File: config.mk
export PLATFORM = sky130hd
export DESIGN_NAME = kogge_stone_pipe
export DESIGN_NICKNAME = d
export VERILOG_FILES = /design/src/rtl/kogge_stone_pipe.sv
export SDC_FILE = /design/constraint.sdc
export NUM_CORES = 1
export LEC_CHECK = 0
export ABC_AREA = 1
export ABC_CLOCK_PERIOD_IN_PS = 12430
export BUFFER_PORTS_ARGS = -buffer_cell sky130_fd_sc_hd__buf_2
export CAP_MARGIN = 20
export CORE_MARGIN = 2
export CORE_UTILIZATION = 60
export CTS_BUF_LIST = sky130_fd_sc_hd__clkbuf_8
export CTS_CLUSTER_SIZE = 10
export DETAILED_ROUTE_END_ITERATION = 7
export PLACE_DENSITY = 0.79
export SYNTH_ARGS = -nofsm -noshare
export SYNTH_HDL_FRONTEND = slang
export SYNTH_SLANG_ARGS = --single-unit
File: constraint.sdc
create_clock -name clk -period 12.43 [get_ports clk]
set_clock_uncertainty 0.15 [all_clocks]
set_input_delay 2.486 -clock clk [delete_from_list [all_inputs] [get_ports clk]]
set_output_delay 2.486 -clock clk [all_outputs]
set_load 0.05 [all_outputs]
File: src/rtl/kogge_stone_pipe.sv
// rtl/kogge_stone_pipe.sv - pipelined Kogge-Stone add/subtract with valid/ready flow control
// Pre-process stage, one registered stage per prefix level, then a registered sum stage.
module kogge_stone_pipe #(
    parameter  int WIDTH  = 16,
    localparam int LEVELS = $clog2(WIDTH)
) (
    input  logic             clk,
    input  logic             rst,
    input  logic             in_valid,
    output logic             in_ready,
    input  logic [WIDTH-1:0] a,
    input  logic [WIDTH-1:0] b,
    input  logic             cin,
    input  logic             sub,
    output logic             out_valid,
    input  logic             out_ready,
    output logic [WIDTH-1:0] sum,
    output logic             cout,
    output logic             ovf
);

    // Index 0 is the pre-process stage; index k+1 is the output of prefix level k.
    logic [LEVELS:0][WIDTH-1:0]   g_q;
    logic [LEVELS:0][WIDTH-1:0]   g_d;
    logic [LEVELS-1:0][WIDTH-1:0] p_q;
    logic [LEVELS-1:0][WIDTH-1:0] p_d;
    logic [LEVELS:0][WIDTH-1:0]   po_q;
    logic [LEVELS:0]              v_q;
    logic [LEVELS:0]              c0_q;
    logic [LEVELS:0]              am_q;
    logic [LEVELS:0]              bm_q;

    logic [WIDTH-1:0] b_eff;
    logic             c_in;
    logic [WIDTH-1:0] pre_p;
    logic [WIDTH-1:0] carry;
    logic [WIDTH-1:0] sum_d;
    logic             cout_d;
    logic             ovf_d;

    assign in_ready = !out_valid || out_ready;

    always_comb begin
        b_eff  = sub ? ~b : b;
        c_in   = sub | cin;
        pre_p  = a ^ b_eff;
        g_d    = '0;
        p_d    = '0;
        g_d[0] = a & b_eff;
        // Carry-in folded into bit 0 so the prefix tree needs no separate carry input.
        g_d[0][0] = g_d[0][0] | (pre_p[0] & c_in);
        p_d[0] = pre_p;
        for (int k = 0; k < LEVELS; k++) begin
            for (int i = 0; i < WIDTH; i++) begin
                int span;
                int j;
                span = 1 << k;
                j    = (i >= span) ? i - span : i;
                if (i >= span) begin
                    g_d[k+1][i] = g_q[k][i] | (p_q[k][i] & g_q[k][j]);
                end else begin
                    g_d[k+1][i] = g_q[k][i];
                end
            end
        end
        // Propagate only matters for black cells; groups already reaching bit 0 keep 0.
        for (int k = 0; k < LEVELS - 1; k++) begin
            for (int i = 0; i < WIDTH; i++) begin
                int span;
                int j;
                span = 1 << k;
                j    = (i >= span) ? i - span : i;
                if (i >= 2 * span) begin
                    p_d[k+1][i] = p_q[k][i] & p_q[k][j];
                end else begin
                    p_d[k+1][i] = 1'b0;
                end
            end
        end
    end

    always_comb begin
        carry  = {g_q[LEVELS][WIDTH-2:0], c0_q[LEVELS]};
        sum_d  = po_q[LEVELS] ^ carry;
        cout_d = g_q[LEVELS][WIDTH-1];
        ovf_d  = (am_q[LEVELS] == bm_q[LEVELS]) && (sum_d[WIDTH-1] != am_q[LEVELS]);
    end

    // A single enable for every stage: a stall freezes the whole pipe, bubbles included.
    always_ff @(posedge clk or posedge rst) begin
        if (rst) begin
            g_q       <= '0;
            p_q       <= '0;
            po_q      <= '0;
            v_q       <= '0;
            c0_q      <= '0;
            am_q      <= '0;
            bm_q      <= '0;
            out_valid <= 1'b0;
            sum       <= '0;
            cout      <= 1'b0;
            ovf       <= 1'b0;
        end else if (in_ready) begin
            g_q       <= g_d;
            p_q       <= p_d;
            po_q      <= {po_q[LEVELS-1:0], pre_p};
            v_q       <= {v_q[LEVELS-1:0], in_valid};
            c0_q      <= {c0_q[LEVELS-1:0], c_in};
            am_q      <= {am_q[LEVELS-1:0], a[WIDTH-1]};
            bm_q      <= {bm_q[LEVELS-1:0], b_eff[WIDTH-1]};
            out_valid <= v_q[LEVELS];
            sum       <= sum_d;
            cout      <= cout_d;
            ovf       <= ovf_d;
        end
    end

endmodule
==> run summary, run 1 <==
Setup violations remaining at the end of the flow were counted as 0. The netlist area before placement came out at 9330 µm². The time the worst path needs with I/O delays and setup is 6.26 ns.

The maximum number of pins on one net before global-route repair is 154. The die span in x was 129 µm; the port buffer count was 57. For the worst setup path, the data arrival time is 3.62 ns.

The power density relative to cell area is 249 nW/µm². The tools report the later-pin clock latency in the skew report as 0.51 ns. Setup repair after global routing left no endpoint under its margin. The adder and majority gate portion of the synthesized area is 0.0215, and the sequential-to-total area share from yosys stat is 0.625. Final antenna-violating net count: 0. For the post-DP HPWL, the log shows 11,000 µm. Setup TNS: 0 ns. Synthesized netlist cell count: 972.

The analysis attributes to cell leakage a power of 5.15 nW. For the net switching power of the design, the log shows 0.957 mW. TritonCTS built the clock tree. The fraction of layout cells with a size suffix above 1 came out at 0.109. The hold-critical path depth was 2; the iteration count of the initial detailed-routing pass was 7.

The tools report the total inserted antenna cells as 0. The tools report the count of final max-slew check failures as 0. The parity-gate share of the synthesized area counting xor and xnor cells works out to 0.0291. The number of global-route vias before repair was 6,056.

The count of endpoints failing hold in the final timing report is 0, and the count of max-cap constraint violations is 0. The setup slack on the worst flop-to-flop path is 9.86 ns, and the overall die height is 129 µm. The multiplexer fraction of the synthesized cell area works out to 0.

Worst min-delay path category: flip-flop to flip-flop. The buffer count from post-CTS setup fixing is 0. In this run, distinct cell masters in the synthesized netlist total 20. Yosys printed 0 warnings. The logs give 0.279 for the fraction of power consumed by combinational cells and 15,200 µm² for the placeable core region. When the netlist entered floorplanning its net count stood at 1,026.

Clock-pin slew was measured on the worst setup and hold paths at 0.06 ns. The number of gates resized after CTS was 0. The endpoint of the most critical setup path is in_ready. The floorplan has 45 rows. The clock tree synthesis step divided the H-tree into 2 levels. The count of boundary I/O pins is 58, and the upper clock frequency limit is 0.160 GHz. For this run, the post-layout net count is 1,078.

In this run, CTS created clock tree buffers numbering 36. The run gives 233 as the number of clock sinks. The critical path is of the input pin to primary output type.

The run gives 17,600 µm as the wire length after detailed routing. The pin slew with the least headroom to its limit is 0.861 ns, and the simple logic cell fraction of the synthesized area is 0.145. In the routed design, unresolved DRC markers number 0. The switching portion of total power was 0.371. The utilization after layout is 0.682, and the initial antenna violation count is 0. The startpoint identified for the worst register-to-register timing path is out_valid. Across the VDD grid, the largest voltage drop is 0.106 mV. Mean instance size in the synthesized netlist: 9.60 µm². The die covers 16,600 µm².

The maximum fanout count along the critical path works out to 79. The endpoint class of the critical path was a primary output. The first global-routing pass estimated 29,800 µm of wire. The tools report the endpoint of the lowest-slack register-to-register path as p_q[25]. The flow ran to the end, and the final reports show no timing, DRC or antenna violations. Clock root buffer: clkbuf_8. The detailed router finished its first iteration with 547 violations. The relative slew slack is 0.426, and the cell count of the worst reg-to-reg path is 4. The required time at the worst-slack endpoint was 9.79 ns; the post-route clock period utilization was 0.504. After synthesis the netlist holds a flip-flop and latch count of 233.

Relative to the synthesized area, the layout overhead comes to 11.1%. The detailed router placed 6,521 vias in this run. The fraction of the mapped netlist area in compound gates is 0.123, and the relative contribution of the clock network to total power is 0.227. The number of hold buffers added after CTS was 0. The total internal power is 1.62 mW. The tools report the sequential power share as 0.495. The total routing resource utilization after global routing was 0.226; the worst-case clock buffer depth was 3. The most critical setup path has its startpoint at out_ready. In the final routed layout, each cell accounts on average for 14.3 µm.

For this run the aggregate overflow at the end of global routing stands at 0. The run gives 0.613 as the initial standard-cell utilization of the core. At the end of routability-driven placement, the weighted congestion stood at 0.770. After synthesis, the largest family of logic cells by area is simple AND/OR/NAND/NOR gates. Post-detailed-route via-to-cell ratio: 5.30. STA classifies the critical path startpoint as an input pin.
==> metal layers <==
layer,global-route usage,vias to the layer above,share of wire
li1,-,3225,-
met1,0.341,3095,0.48
met2,0.330,166,0.45
met3,0.0383,35,0.045
met4,0.0914,0,0.024
met5,0,-,0
==> synthesized netlist by cell type (all sizes together) <==
cell type  count  area, µm²
nand2        330       1240
xor2          16        140
o22ai          4       25.0
a21oi         50        250
a31oi          1       6.26
clkbuf        11       42.5
dfrtp        233       5830
o31ai          4       30.0
ha            16        200
buf           40        246
nand3         18       90.1
o21ai        167        836
inv           63        236
nor2           4       22.5
xnor2         15        131
==> placed cells by master, fill, tap and decap left out <==
cell and instances:
a21oi_1 50, a31oi_1 1, buf_12 1, buf_16 3, buf_2 57, buf_4 4, clkbuf_8 44, clkinv_2 2
dfrtp_1 233, ha_1 16, inv_1 73, inv_8 1, nand2_1 329, nand2_4 1, nand3_1 18, nor2_1 3
nor2_4 1, o21ai_0 158, o21ai_1 9, o22ai_1 4, o31ai_1 4, xnor2_1 15, xor2_1 16
==> power groups by stage <==
stage / Sequential, mW / Clock, mW / Combinational [mW]
detailed placement: 1.28 / 0 / 0.708
floorplan: 1.33 / 0 / 0.465
finish: 1.27 / 0.585 / 0.718
global route: 1.31 / 0.634 / 0.820
global placement: 1.27 / 0 / 0.684
CTS: 1.27 / 0.598 / 0.713
==> layout make-up <==
class,instances,area (µm²)
clock buffers,44,606
clock inverters,13,51.3
fillers,1183,4840
inverters,63,244
multi-input cells,625,2980
flip-flops and latches,233,5830
well taps,188,235
repair buffers,65,418
==> worst max-delay path: stages <==
cell	delay, ns
buf_2	0.11
inv_1	0.06
nand2_4	0.56
buf_2	0.39
==> sequential cells by signal, summed over array words and instances, names as in the netlist <==
| signal | cells |
|---|---|
| v_q | 5 |
| out_valid | 1 |
| am_q | 5 |
| cout_d | 1 |
| sum | 16 |
| bm_q | 5 |
| po_q | 80 |
| ovf | 1 |
| p_q | 34 |
| carry | 15 |
| g_q | 49 |
| c0_q | 5 |
| cout | 1 |
| g_d | 15 |
==> worst min-delay path by stage <==
stage               startpoint        end  slack, ns
finish                  v_q[0]     v_q[0]       0.32
detailed placement      v_q[2]     v_q[2]       0.31
global route           am_q[2]    am_q[2]       0.34
global placement        v_q[4]  out_valid       0.28
floorplan               v_q[4]  out_valid       0.27
CTS                    am_q[2]    am_q[3]       0.32
==> metrics by stage <==
stage	power (mW)	worst slack (ns)	hold WS (ns)	instances	area (µm²)
detailed placement	1.99	6.18	0.308	1170	9600
global route	2.77	6.08	0.337	1231	10400
floorplan	1.80	3.40	0.270	972	9330
global placement	1.96	6.19	0.280	1170	9600
finish	2.58	6.17	0.319	1231	10400
CTS	2.58	6.17	0.322	1227	10300
==> cells by family (layout without fill, tap and decap cells) <==
logic type	count (synthesis)	count (layout)
AND/OR/NAND/NOR	352	352
flip-flops	233	233
AO/OA/AOI/OAI	226	226
buffers and inverters	114	185
XOR/XNOR	31	31
adder cells (fa/ha/maj)	16	16
Power figures use the tool's default switching activity.
==> run 2: changes to the inputs <==
ABC_CLOCK_PERIOD_IN_PS = 5400   (was 12430)
CORE_UTILIZATION = 57   (was 60)
clock period = 5.4 ns   (was 12.43 ns; I/O delays follow)
==> run 2 against run 1 <==
Core utilization down 2.3 points; die area up 5.1%; flip-flop and latch count unchanged; clock power rose to 2.6 times the previous value; critical endpoint unchanged.
==> run summary, run 2 (same netlist as run 1, synthesis figures left out) <==
The tools report the worst flop-to-flop path startpoint as out_valid. Number of buffer and inverter stages on the critical path: 3 (unchanged). The number of clock sinks came out at 233 (unchanged).

The logs give 6,527 (+0.092%) for the total vias in the final route and 17,500 µm (-0.52%) for the wire length after detailed routing. Following the worst setup path forward leads to its endpoint at in_ready. The run gives 0 (unchanged) as the final antenna-violating net count.

The layer with the highest usage after global routing was met1. For the sequential power share, the log shows 0.481 (-0.014). Required time at the worst-slack endpoint: 4.17 ns (-5.62 ns). The post-detailed-route wirelength per cell came out at 13.8 µm (-3.6%).

The total internal power is 3.88 mW (+140%), and the final instance area is 10,500 µm² (+1.3%). The pin slew with the least headroom to its limit works out to 1.06 ns (+0.199 ns). The final worst-path setup slack was 2.26 ns (-3.91 ns); the maximum fanout count along the critical path was 41 (-48%). The final setup violation count came out at 0 (unchanged).

In this run the worst setup path begins at out_ready. The power density relative to cell area is 582 nW/µm² (+130%), and the count of max-cap constraint violations is 0 (unchanged). The flow ran to the end, and the final reports show no timing, DRC or antenna violations. The run gives 29,600 µm (-0.69%) as the first-pass GRT wire length. The time the worst path needs with I/O delays and setup came out at 3.14 ns. The run gives 0 (unchanged) as the count of final max-slew check failures.

The initial standard-cell utilization of the core is 0.585 (-0.0285). The cell sitting at the root of the clock tree is a clkbuf_8. Cell repeated most along the worst path: buf_2. The cell count of the worst reg-to-reg path was 4 (unchanged); the cell total after placement was 1,201 (+2.6%). The endpoint class of the critical path is a primary output. The run gives 0 (unchanged) as the number of hold-repair buffers added at the cts stage. Among cell families on the critical path, the largest total delay comes from buffers and inverters. Fraction of power consumed by combinational cells: 0.268 (-0.011). For the relative slew slack, the log shows 0.291 (-0.134). On the critical path, the stage with the largest delay is an instance of buf_2.

Total routing resource utilization after global routing: 0.207 (-0.0185). The arrival time at the worst endpoint is 1.91 ns (-1.71 ns), and the global placement routability congestion is 0.810 (+5.2%). The critical path is of the input pin to primary output type. For the met2 demand-to-capacity share in global routing, the log shows 0.304 (-0.0267).

The overall die height is 132 µm (+2.5%), and the post-route clock period utilization is 0.581. Based on the critical path, the design can be clocked at up to 0.319 GHz. The area after detailed placement was 9680 µm² (+0.82%).

The violation count after the first detailed-route iteration is 465 (-15%), and the area enclosed by the die boundary is 17,400 µm² (+5.1%). The worst setup path is launched from an input pin. The tools report the later-pin clock latency in the skew report as 0.52 ns (about the same). The switching portion of total power was 0.366 (-0.00573); the peak ir drop on the vdd network was 0.254 mV (+140%). The leakage power total is 5.21 nW (+1.2%), and the maximum number of pins on one net before global-route repair is 164 (+6.5%).

The run gives 0.250 (+0.023) as the relative contribution of the clock network to total power. Traced cell by cell, the critical path runs through buf_2 > inv_1 > nand2_4 > buf_2. Count of boundary I/O pins: 58 (unchanged). The final global-route overflow total came out at 0 (unchanged). Total CTS buffers: 39 (+8.3%). The post-layout instance count excluding filler cells came out at 1,270 (+3.2%).

The delay contributed by the slowest stage of the critical path works out to 0.34 ns (-0.22 ns). The worst-case clock buffer depth was 3 (unchanged). The setup TNS was 0 ns (unchanged). The port buffer count is 57 (unchanged). Ranked by flip-flop count, first place goes to po_q.

Buffer count from post-CTS setup fixing: 0 (unchanged). The fraction of layout cells with a size suffix above 1 came out at 0.117 (+0.00740). Worst min-delay path category: flip-flop to flip-flop. Leaving out fill and tap cells, the most frequent cell in the layout is nand2_1. Endpoint of the lowest-slack register-to-register path: carry[11]. The die span in x was 132 µm (+2.5%).

The tools report the floorplan row count as 46 (+2.2%). The total inserted antenna cells was 0 (unchanged); the net switching power of the design was 2.24 mW (+130%). The tools report the count of endpoints failing hold in the final timing report as 0 (unchanged).

The number of global-route vias before repair is 6,159 (+1.7%). The initial antenna violation count is 0 (unchanged). The net total in the final layout is 1,081 (+0.28%), and the total of cells resized after clock tree synthesis is 0 (unchanged).

Setup slack on the worst flop-to-flop path: 3.09 ns (-6.77 ns). The number of cells on the critical path was 4 (unchanged). The clock-pin transition on the worst setup and hold timing paths was 0.06 ns (about the same).

The pre-CTS worst setup slack was 2.21 ns (-3.97 ns). Post-route DRC violation count: 0 (unchanged). The logs give 1,295 (+9.5%) for the fill cell instance count of the final layout and 11,200 µm (+1.5%) for the post-DP HPWL. The tools report the global routing met1 resource utilization as 0.307 (-0.0338). Compared with the post-synthesis result, the final layout area differs by 12.5%. TritonCTS built the clock tree. Setup repair after global routing left no endpoint under its margin.

The iteration count of the initial detailed-routing pass was 5 (-2). For the met3 track utilization from global routing, the log shows 0.0334 (-0.00480). The utilization after layout is 0.658 (-0.0233).

The post-detailed-route via-to-cell ratio is 5.14 (-3.0%). In the final layout, the registers with the most flip-flops are po_q: 80 flops, g_q: 49 flops, p_q: 34 flops. Flip-flop count of the largest register, all copies and words added: 80 (unchanged). The number of H-tree branching levels came out at 2 (unchanged). The library cells used most frequently in the layout, excluding fill and tap cells, are nand2_1, dfrtp_1, o21ai_0.

The placeable core region came out at 15,900 µm² (+4.9%).
-- run 2: cell count changes in the layout (fill, tap and decap cells not counted), sizes merged --
cell      delta
clkbuf       +6
clkinv       +2
bufinv       +1
clkinvlp     +1
inv          +1
-- run 2: worst min-delay path by stage --
stage,from,end,slack [ns],cells after the start
3_3_place_gp,v_q[4],out_valid,0.28,2
5_1_grt,v_q[4],out_valid,0.33,2
2_1_floorplan,v_q[4],out_valid,0.27,2
3_5_place_dp,v_q[4],out_valid,0.29,2
6_report,v_q[4],out_valid,0.29,2
4_1_cts,v_q[4],out_valid,0.30,2
-- run 2: tightest hold or removal path, stage by stage (launching register included) --
cell and delay, ns:
dfrtp_1 0.32, inv_1 0.04, nand2_1 0.05
-- run 2: power groups by stage --
stage          combinational (mW)  sequential (mW)  clock, mW
2_1_floorplan                1.07             3.07          0
3_3_place_gp                 1.58             2.94          0
3_5_place_dp                 1.64             2.97          0
4_1_cts                      1.65             2.94       1.56
5_1_grt                      1.88             3.03       1.64
6_report                     1.64             2.94       1.53
-- run 2: layer usage --
layer  up-vias  wire length [µm]  share of wire
met5         -                 0              0
met1      3087              8140           0.47
met4         0               565          0.032
li1       3242                 -              -
met3        42               741          0.042
met2       156              8040           0.46
-- run 2: cell type report --
type	count	area [µm²]	share of cell area
clock inverters	18	98.8	0.00942
flip-flops and latches	233	5830	0.555
repair buffers	65	390	0.0372
multi-input cells	625	2980	0.284
well taps	216	270	0.0257
clock buffers	50	688	0.0656
inverters	63	240	0.0229
-- run 2: metrics by stage --
step / total power [mW] / hold slack (ns)
floorplan: 4.14 / 0.270
global placement: 4.52 / 0.280
detailed placement: 4.60 / 0.290
CTS: 6.15 / 0.304
global route: 6.55 / 0.327
finish: 6.11 / 0.293
==> run 3: changes to the inputs <==
ABC_CLOCK_PERIOD_IN_PS = 2750   (was 5400)
clock period = 2.75 ns   (was 5.4 ns; I/O delays follow)
==> run 3 against run 2 <==
Hold slack worse by 0.20 ns; non-clock buffer count is 7 higher; wire length is 5.5% higher; critical path type is now flip-flop to primary output; largest power group unchanged; die area stayed put; design area is 0.75% higher; highest routed layer unchanged; combinational power is 110% higher; sequential power is 97% higher; critical path depth is 2 lower.
==> run summary, run 3 (same netlist as run 1, synthesis figures left out) <==
In this run the top signal layer used is met4. Subtracting the final worst setup slack from the clock period gives 2.04 ns. Counting flops per register, the top entry is po_q.

The tools report the utilization after layout as 0.663 (+0.00494). The tools report the relative slew slack as 0.553 (+0.262). The pre-CTS worst setup slack is 0.823 ns (-1.39 ns).

Count of final max-slew check failures: 0 (unchanged). Count of max-cap constraint violations: 0 (unchanged). The post-detailed-route via-to-cell ratio came out at 5.18 (+0.88%).

Number of H-tree branching levels: 2 (unchanged). The number of buffer and inverter stages on the critical path came out at 1 (-2). The top cell types in the final layout, fill and taps aside, are nand2_1, dfrtp_1, o21ai_0.

The tools report the count of boundary I/O pins as 58 (unchanged). The floorplan row count was 46 (unchanged). Library cell contributing the largest single delay on the critical path: dfrtp_1. Total of cells resized after clock tree synthesis: 0 (unchanged). The final setup violation count is 0 (unchanged). For the final global-route overflow total, the log shows 0 (unchanged).

The total vias in the final route was 6,621 (+1.4%). The required time at the worst-slack endpoint was 2.05 ns (-2.12 ns). The area growth from synthesis to layout is 13.4%.

Routed metal-1 wirelength: 8420 µm (+3.5%). The count of endpoints failing hold in the final timing report came out at 0 (unchanged). The tools report the routed length on met2 as 8430 µm (+4.7%). In this run the worst hold path is classified as input pin to flip-flop. Setup repair after global routing left no endpoint under its margin. The setup TNS came out at 0 ns (unchanged). For the first-pass GRT wire length, the log shows 31,500 µm (+6.6%). The port buffer count works out to 57 (unchanged). The maximum number of pins on one net before global-route repair is 100 (-39%).

The pin slew with the least headroom to its limit works out to 0.669 ns (-0.392 ns). The worst setup path is captured at a primary output. Clock-pin transition on the worst setup and hold timing paths: 0.06 ns (about the same).

The total CTS buffers was 38 (-2.6%). For the met3 routed wirelength, the log shows 963 µm (+30%). Clock tree synthesis selected as its root buffer the cell clkbuf_8. Leaving out fill and tap cells, the most frequent cell in the layout is nand2_1. The tools report the total inserted antenna cells as 0 (unchanged). The type of the setup path with the least slack was flip-flop to primary output. The cell count of the worst reg-to-reg path was 4 (unchanged); the violation count after the first detailed-route iteration was 569 (+22%). Traced cell by cell, the critical path runs through nand2_4 > buf_2. The logs give 0 (unchanged) for the final antenna-violating net count and 3 (unchanged) for the worst-case clock buffer depth. The iteration count of the initial detailed-routing pass was 5 (unchanged). The later-pin clock latency in the skew report was 0.52 ns (about the same).

For the number of global-route vias before repair, the log shows 6,543 (+6.2%). The maximum fanout count along the critical path came out at 3 (-93%). The tools report the post-route DRC violation count as 0 (unchanged). The post-DP HPWL was 12,200 µm (+9.4%); the number of cells on the critical path was 2 (-2). The power density relative to cell area works out to 1130 nW/µm² (+95%). The die span in x came out at 132 µm (unchanged). The upper clock frequency limit came out at 0.490 GHz.

The largest registers in the layout are po_q: 80 flops, g_q: 49 flops, p_q: 34 flops. Number of clock sinks: 233 (unchanged). The gate family responsible for the most delay along the worst path is flip-flops.

The overall die height was 132 µm (unchanged); the net total in the final layout was 1,087 (+0.56%). The flip-flop count of the largest register, all copies and words added came out at 80 (unchanged). The run finished with clean final reports. TritonCTS built the clock tree. The run gives 0.222 (+0.0149) as the total routing resource utilization after global routing. The area enclosed by the die boundary came out at 17,400 µm² (unchanged). The delay contributed by the slowest stage of the critical path came out at 0.42 ns (+0.08 ns). The worst setup path is launched from a flip-flop. The logs give 18,500 µm (+5.5%) for the wire length after detailed routing and 0.798 (-1.4%) for the global placement routability congestion.

The tools report the initial standard-cell utilization of the core as 0.585 (unchanged). The fraction of layout cells with a size suffix above 1 is 0.116 (-0.000770). The initial antenna violation count is 0 (unchanged), and the post-route clock period utilization is 0.742. The fill cell instance count of the final layout is 1,299 (+0.31%). The peak ir drop on the vdd network is 0.529 mV (+110%), and the arrival time at the worst endpoint is 1.34 ns (-0.57 ns). Leakage power total: 5.26 nW (+0.80%).

The run gives 15,900 µm² (unchanged) as the placeable core region. The post-detailed-route wirelength per cell was 14.4 µm (+4.9%). The hold-critical path depth works out to 3 (+1). The final worst-path setup slack came out at 0.708 ns (-1.55 ns).
## run 3: worst reg2reg max path, delay by kind of cell, from the launching register on
family	cells	cell delay, ns
AND/OR/NAND/NOR	1	0.52
flip-flops	1	0.41
AO/OA/AOI/OAI	1	0.15
buffers and inverters	2	0.39
## run 3: layout make-up
class                           count  area, µm²  area share
Clock buffer                       47        647      0.0612
Clock inverter                     21       83.8     0.00793
Inverter                           63        240      0.0227
Multi-Input combinational cell    625       2980       0.282
Sequential cell                   233       5830       0.551
Tap cell                          216        270      0.0256
Timing Repair Buffer               72        526      0.0497
## run 3: worst paths after layout
path                            from        end  slack [ns]
min                         in_valid     v_q[0]        0.09
max                        out_valid   in_ready        0.71
max reg2reg                out_valid     sum[9]        1.02
max in group asynchronous        rst   po_q[11]        1.35
min in group asynchronous        rst   po_q[49]        0.36
min reg2reg                   v_q[4]  out_valid        0.30
## run 3: repair_timing
| item | in CTS | in global routing |
|---|---|---|
| setup buffers | 0 | 0 |
| hold buffers | 1 | 0 |
| endpoints found under the hold margin | 1 | 0 |
## run 3: report_power, final
group	internal, mW	switching, mW	total, mW
Sequential	4.85	0.941	5.79
Combinational	1.12	2.25	3.37
Clock	1.53	1.28	2.81
Total	7.51	4.47	12.0
## run 3: routing by layer
layer  vias up  track usage
met3        44       0.0458
li1       3255            -
met4         0       0.0900
met1      3142        0.316
met5         -            0
met2       180        0.339
## run 3: stage by stage
stage | power (mW) | instance area (µm²) | std cells | hold slack, ns
6_report | 12.0 | 10600 | 1277 | 0.0934
3_5_place_dp | 9.21 | 9830 | 1208 | 0.289
5_1_grt | 12.8 | 10600 | 1277 | 0.0866
2_1_floorplan | 8.13 | 9330 | 972 | 0.270
4_1_cts | 12.1 | 10600 | 1277 | 0.0767
3_3_place_gp | 9.02 | 9830 | 1208 | 0.286
